### src/rtl/torch_ophold_pkg.sv
// Shared defaults and bus-index helpers for the operand hold guard.
// Flat buses are slot-major: slot, then operand, then bit.
package torch_ophold_pkg;

    localparam int OPHOLD_NSLOT = 2;
    localparam int OPHOLD_NOPS  = 2;
    localparam int OPHOLD_WIDTH = 32;
    localparam int OPHOLD_DEPTH = 3;
    localparam int OPHOLD_CW    = 16;

    // LSB of operand 'op' of slot 'slot' inside a flat slot-major operand bus.
    function automatic int op_bus_lsb(input int slot, input int op, input int nops, input int width);
        return (slot * nops + op) * width;
    endfunction

    // LSB of the whole group of operand buses belonging to 'slot'.
    function automatic int slot_bus_lsb(input int slot, input int nops, input int width);
        return slot * nops * width;
    endfunction

    // LSB of a slot's field in a flat per-slot bus (wrong pipeline, counters).
    function automatic int slot_field_lsb(input int slot, input int field_width);
        return slot * field_width;
    endfunction

endpackage

### src/rtl/ophold_slot.sv
// One issue slot: operand registers that hold while the slot is wrong,
// the wrong-flag pipeline, and an optional held-cycle counter (OPHOLD_STATS_EN).
module ophold_slot
    import torch_ophold_pkg::*;
#(
    parameter int NOPS  = OPHOLD_NOPS,
    parameter int WIDTH = OPHOLD_WIDTH,
    parameter int DEPTH = OPHOLD_DEPTH,
    parameter int CW    = OPHOLD_CW
) (
    input  logic                    clk,
    input  logic                    rst_n,
    input  logic                    stall,
    input  logic                    stat_clr,
    input  logic                    wrong_r,
    input  logic [NOPS*WIDTH-1:0]   op_in,
    output logic [NOPS*WIDTH-1:0]   op_out,
    output logic [DEPTH-1:0]        wrong_e,
    output logic [CW-1:0]           hold_cnt
);

    logic             load_en;
    logic [DEPTH-1:0] wrong_reg;
    logic [DEPTH-1:0] wrong_next;

    // A wrong slot keeps its old operands so downstream logic sees no toggles.
    assign load_en = !stall && !wrong_r;

    for (genvar gi = 0; gi < NOPS; gi++) begin : g_op
        logic [WIDTH-1:0] op_reg;

        always_ff @(posedge clk or negedge rst_n) begin
            if (!rst_n) begin
                op_reg <= '0;
            end else if (load_en) begin
                op_reg <= op_in[op_bus_lsb(0, gi, NOPS, WIDTH) +: WIDTH];
            end
        end

        assign op_out[op_bus_lsb(0, gi, NOPS, WIDTH) +: WIDTH] = op_reg;
    end

    if (DEPTH == 1) begin : g_wrong_single
        assign wrong_next = wrong_r;
    end else begin : g_wrong_shift
        assign wrong_next = {wrong_reg[DEPTH-2:0], wrong_r};
    end

    always_ff @(posedge clk or negedge rst_n) begin
        if (!rst_n) begin
            wrong_reg <= '1;
        end else if (!stall) begin
            wrong_reg <= wrong_next;
        end
    end

    assign wrong_e = wrong_reg;

`ifdef OPHOLD_STATS_EN
    localparam logic [CW-1:0] CNT_MAX = '1;

    logic [CW-1:0] cnt_reg;

    // Clear wins over stall so software can zero statistics while frozen.
    always_ff @(posedge clk or negedge rst_n) begin
        if (!rst_n) begin
            cnt_reg <= '0;
        end else if (stat_clr) begin
            cnt_reg <= '0;
        end else if (!stall && wrong_r && (cnt_reg != CNT_MAX)) begin
            cnt_reg <= cnt_reg + 1'b1;
        end
    end

    assign hold_cnt = cnt_reg;
`else
    logic stat_clr_unused;

    assign stat_clr_unused = stat_clr;
    assign hold_cnt        = '0;
`endif

endmodule

### src/rtl/operand_hold_guard.sv
// Operand toggle-suppression guard: computes the inter-slot wrong chain and
// instantiates one ophold_slot per issue slot. Optional counters: OPHOLD_STATS_EN.
module operand_hold_guard
    import torch_ophold_pkg::*;
#(
    parameter int NSLOT = OPHOLD_NSLOT,
    parameter int NOPS  = OPHOLD_NOPS,
    parameter int WIDTH = OPHOLD_WIDTH,
    parameter int DEPTH = OPHOLD_DEPTH,
    parameter int CW    = OPHOLD_CW
) (
    input  logic                          Phi1,
    input  logic                          Reset_b,
    input  logic                          Stall_s1,
    input  logic                          SingleIssue,
    input  logic [NSLOT-1:0]              Ignore_r,
    input  logic [NSLOT*NOPS*WIDTH-1:0]   OpIn_r,
    output logic [NSLOT*NOPS*WIDTH-1:0]   OpOut_e,
    output logic [NSLOT*DEPTH-1:0]        Wrong_e,
    input  logic                          StatClr,
    output logic [NSLOT*CW-1:0]           HoldCnt
);

    logic [NSLOT-1:0] wrong_r;

    // In single-issue mode only the first valid slot issues; every later slot is wrong.
    always_comb begin
        logic valid_seen;
        wrong_r    = '0;
        valid_seen = 1'b0;
        for (int k = 0; k < NSLOT; k++) begin
            wrong_r[k] = Ignore_r[k] | (SingleIssue & valid_seen);
            valid_seen = valid_seen | ~wrong_r[k];
        end
    end

    for (genvar gi = 0; gi < NSLOT; gi++) begin : g_slot
        ophold_slot #(
            .NOPS  (NOPS),
            .WIDTH (WIDTH),
            .DEPTH (DEPTH),
            .CW    (CW)
        ) u_slot (
            .clk      (Phi1),
            .rst_n    (Reset_b),
            .stall    (Stall_s1),
            .stat_clr (StatClr),
            .wrong_r  (wrong_r[gi]),
            .op_in    (OpIn_r[slot_bus_lsb(gi, NOPS, WIDTH) +: NOPS*WIDTH]),
            .op_out   (OpOut_e[slot_bus_lsb(gi, NOPS, WIDTH) +: NOPS*WIDTH]),
            .wrong_e  (Wrong_e[slot_field_lsb(gi, DEPTH) +: DEPTH]),
            .hold_cnt (HoldCnt[slot_field_lsb(gi, CW) +: CW])
        );
    end

endmodule

### config.mk
export PLATFORM = sky130hd
export DESIGN_NAME = operand_hold_guard
export DESIGN_NICKNAME = d
export VERILOG_FILES = /design/src/rtl/torch_ophold_pkg.sv /design/src/rtl/ophold_slot.sv /design/src/rtl/operand_hold_guard.sv
export SDC_FILE = /design/constraint.sdc
export NUM_CORES = 1
export LEC_CHECK = 0
export ABC_AREA = 1
export BUFFER_PORTS_ARGS = -buffer_cell sky130_fd_sc_hd__buf_2
export CAP_MARGIN = 30
export CELL_PAD_IN_SITES_DETAIL_PLACEMENT = 0
export CELL_PAD_IN_SITES_GLOBAL_PLACEMENT = 1
export CORE_UTILIZATION = 32
export DETAILED_ROUTE_END_ITERATION = 8
export PLACE_DENSITY = 0.88
export SLEW_MARGIN = 40
export SYNTH_ARGS = -nofsm -noshare
export SYNTH_HDL_FRONTEND = slang
export SYNTH_SLANG_ARGS = --single-unit
export TNS_END_PERCENT = 30
### constraint.sdc
create_clock -name Phi1 -period 1.1 [get_ports Phi1]
set_clock_uncertainty 0.05 [all_clocks]
set_input_delay 0.055 -clock Phi1 [delete_from_list [all_inputs] [get_ports Phi1]]
set_output_delay 0.055 -clock Phi1 [all_outputs]
set_load 0.05 [all_outputs]
* Yosys cells after proc, flatten, opt, wreduce, memory -nomap -nowiden *
Cells that the tools add are included.

storage, ports and cells
  bits in registers = 134
  bits in latches = 0
  bits in writable memories = 0
  bits in read-only memories = 0
  bits of input ports = 135
  logic and storage cells = 14
  memories kept = 0

cells by class
  $add $sub $neg = 0
  multiply operators = 0
  div/mod/pow operators = 0
  magnitude comparators = 0
  equal/unequal tests = 0
  shift-type cells = 0
  mux-type cells = 0
  bitwise operators = 3
  reduce and logical (&&, ||, !) cells = 5

operators by type and width
  cell               number
  $logic_not 1->1    3
  $logic_and 1x1->1  2
  $and 1x1->1        1
  $not 1->1          1
  $or 1x1->1         1

* Logic depth before layout (Yosys ltp) *
  word-level depth = 5
  gate-level depth with buffers = 6
  mapped depth without buffers = 5

* Hierarchy *
Synthesis repeated with hierarchy kept, for this count alone.

unflattened totals
  cells, all modules = 614
  area, all modules = 5590.4 um^2

modules (own cells, without submodules)
  module              instances  cells each  area each (um^2)  sequential area each (um^2)
  ophold_slot         2          305         2787.7            1680.4
  operand_hold_guard  1          4           15.0              0.0

* Least setup slack after synthesis *
No wires, ideal clock.

  path type = reg2reg
  start = register g_slot[0].u_slot.wrong_reg[0]
  end = register g_slot[0].u_slot.wrong_reg[1]
  library setup time = 0.079 ns
  arrival time = 0.882 ns
  slack = 0.089 ns
  cell stages (with the launch flop) = 3
  buffers on the path = 0
  cells stage by stage = dfstp_2 > inv_1 > o21ai_0

RTL lines
  element                   line               text
  start: declaration        ophold_slot.sv:23  logic [DEPTH-1:0] wrong_reg;
  start signal: assignment  ophold_slot.sv:53  wrong_reg <= wrong_next;

No word-level cell between the ends.

* Final worst setup path *
  start = register g_slot[1].u_slot.wrong_reg[0]
  end = output port Wrong_e[3]

RTL lines
  element                   line                      text
  start: declaration        ophold_slot.sv:23
  start signal: assignment  ophold_slot.sv:53
  end: declaration          operand_hold_guard.sv:19  output logic [NSLOT*DEPTH-1:0] Wrong_e,

No word-level cell between the ends.

==> qor.yml <==
status:
  outcome: "finished, violations left"
  violations: "negative setup slack"
global_route:
  grt_pass1_vias: 5815
  grt_pass1_wl_microns: 29800
  antenna_found_initial: 0
  grt.total_usage: 0.211
  grt_max_degree: 49
  overflow: 0
critical_path:
  crit_arrival_ns: 1.12
  worstSetupStartpointType: "flop"
  crit_chain: "buf_8"
  critPathRequiredTime_ns: 1.00
  end_kind: "output port"
  crit_type: "flop to output port"
  cp_max_fo: 3
  path_buf_inv: 1
  critPathMaxStageDelay_ns: 0.57
  crit_family: "flip-flops"
  slowest_stage: "dfstp_2"
timing:
  fmaxAchievable_mhz: 814
  setup_ws_ns: -0.129
  finalCriticalPeriod_ns: 1.23
  setup_viol: 6
  drv_slew: 0
  hold_viol: 0
  grt_setup_unrepaired: "true"
  fin_crit_sh: 1.12
floorplan:
  start_util: 0.333
  pin_count: 301
  rows: 47
  die_x_microns: 134
  dieArea_sq_mm: 0.0180
  coreArea_sq_mm: 0.0168
  die_y_microns: 134
routing:
  route.detailed.drc: 0
  avgRoutedWirePerCell_microns: 15.2
  vias: 5657
  wl_microns: 18900
  drtPass1Iterations: 4
  vias_per_cell: 4.54
  ant_nets: 0
  drt_iter0_markers: 267
yosys:
  synthesis.instances: 613
  ys_ff_latch: 134
  synth_fa_ha_area_frac: 0
  ys_warn_count: 0
  ys_types: 15
  synth_xor_area_frac: 0
  yosys.area_share.simple: 0.238
  syn_area_sq_mm: 0.00559
  synth_top_family_by_area: "simple AND/OR/NAND/NOR gates"
  synth_compound_gate_area_share: 0.0617
  yosys-mux-area-fraction: 0
  syn_avg_cell_area_sq_um: 9.12
  seq_area_frac_synth: 0.601
clocking:
  cts_sinks: 134
  root_buffer: "clkbuf_16"
  insertion_delay_ns: 0.41
  clkTransAtPathRegs_ns: 0.06
  cts_tree: "yes"
  cts_made_buffers: 17
  cts_htree_levels: 4
  clk_path_buf_depth: 2
pwr:
  peakVddDrop_mv: 1.05
  powerDensity_mw_per_mm2: 1790
  leakage_nw: 5.13
cells_and_area:
  drive_gt1_frac: 0.326
  fin_area_sq_mm: 0.00981
  largest_register_ffs: 128
  num_antenna_cells: 0
  nNetsFinal: 1149
  area_growth_pct: 75.5
  final_common_cell: "nand2_1"
  most-common-layout-cells: "nand2_1 (262), buf_2 (132), dlygate4sd3_1 (130)"
  layout.cells.non_filler: 1247
placed_design:
  post-dp-hpwl_microns: 10700
  gp_congestion: 0.764
  portBuffers: 267
  dpl.cell_count: 1075
  postPlaceCellArea_sq_mm: 0.00702
flow_run:
  cap_violations: 0
min_path:
  hp-class: "primary input to flop"
[timing repair]
action / 4_1_cts / 5_1_grt
buffers inserted: 4 / 6
gates cloned: 0 / 0
endpoints found under the hold margin: 262 / 0
gates resized for setup: 254 / 20
pin swaps: 0 / 0
endpoints found under the setup margin: 134 / 85
hold buffers: 130 / 0
[cell families (layout without fill, tap and decap cells)]
kind of cell,Yosys count,in the layout
AO/OA/AOI/OAI,69,69
flip-flops,134,134
AND/OR/NAND/NOR,331,331
buffers and inverters,78,461
other,1,32
[layer usage]
metal | global-route usage | up-vias | wire [microns]
li1 | - | 2694 | -
met3 | 0.0650 | 25 | 1670
met4 | 0.0662 | 0 | 316
met1 | 0.252 | 2636 | 7520
met5 | 0 | - | 0
met2 | 0.360 | 302 | 9390
[cells in the mapped netlist]
cell      count  area share
buf_6        14       0.028
dfrtp_1     128        0.57
nand2_2       1      0.0011
clkbuf_1     14      0.0094
dfstp_2       6       0.028
inv_1         4      0.0027
nand3_1      64       0.057
nor2_1        2      0.0013
nor2_4        1      0.0020
conb_1        1     0.00067
nand2_1     263        0.18
o21ai_0      67       0.060
buf_4        38       0.051
a21oi_1       2      0.0018
buf_2         8      0.0072
[worst paths after layout]
kind                                               startpoint                                  end  slack (ns)  depth (start not counted)
max                               g_slot[1].u_slot.wrong_e[0]                           Wrong_e[3]       -0.13                          1
min                                                  Stall_s1  g_slot[0].u_slot.g_op[1].op_reg[17]        0.01                          3
max reg2reg                       g_slot[1].u_slot.wrong_e[2]          g_slot[1].u_slot.wrong_e[2]        0.19                          3
min reg2reg                g_slot[1].u_slot.g_op[1].op_reg[6]   g_slot[1].u_slot.g_op[1].op_reg[6]        0.44                          2
max in group asynchronous                             Reset_b  g_slot[1].u_slot.g_op[0].op_reg[20]        0.42                          3
min in group asynchronous                             Reset_b  g_slot[0].u_slot.g_op[0].op_reg[31]        0.03                          2
[report_power, final]
| group | internal, mW | switching, mW |
|---|---|---|
| logic | 2.20 | 3.92 |
| clock network | 3.16 | 2.15 |
| registers | 5.63 | 0.525 |
| total | 11.0 | 6.60 |
[through the flow]
step | power (mW) | hold slack (ns) | util | setup WS [ns] | setup TNS (ns)
finish | 17.6 | 0.0105 | 0.584 | -0.129 | -0.642
global route | 18.3 | 0.0343 | 0.584 | -0.164 | -1.45
CTS | 17.5 | 0.00215 | 0.576 | -0.157 | -0.855
detailed placement | 10.8 | -0.116 | 0.418 | 0.0376 | 0
global placement | 10.8 | -0.117 | 0.418 | 0.0229 | 0
floorplan | 9.56 | -0.291 | - | 0.0892 | 0
[layout make-up]
class | count | area [sq um]
clock buffers | 20 | 447
clock inverters | 12 | 106
well taps | 220 | 275
repair buffers | 425 | 3800
multi-input cells | 432 | 1810
fillers | 1335 | 7000
flip-flops and latches | 134 | 3360
inverters | 4 | 15.0
Note: power is estimated with default switching activity, not from simulation.
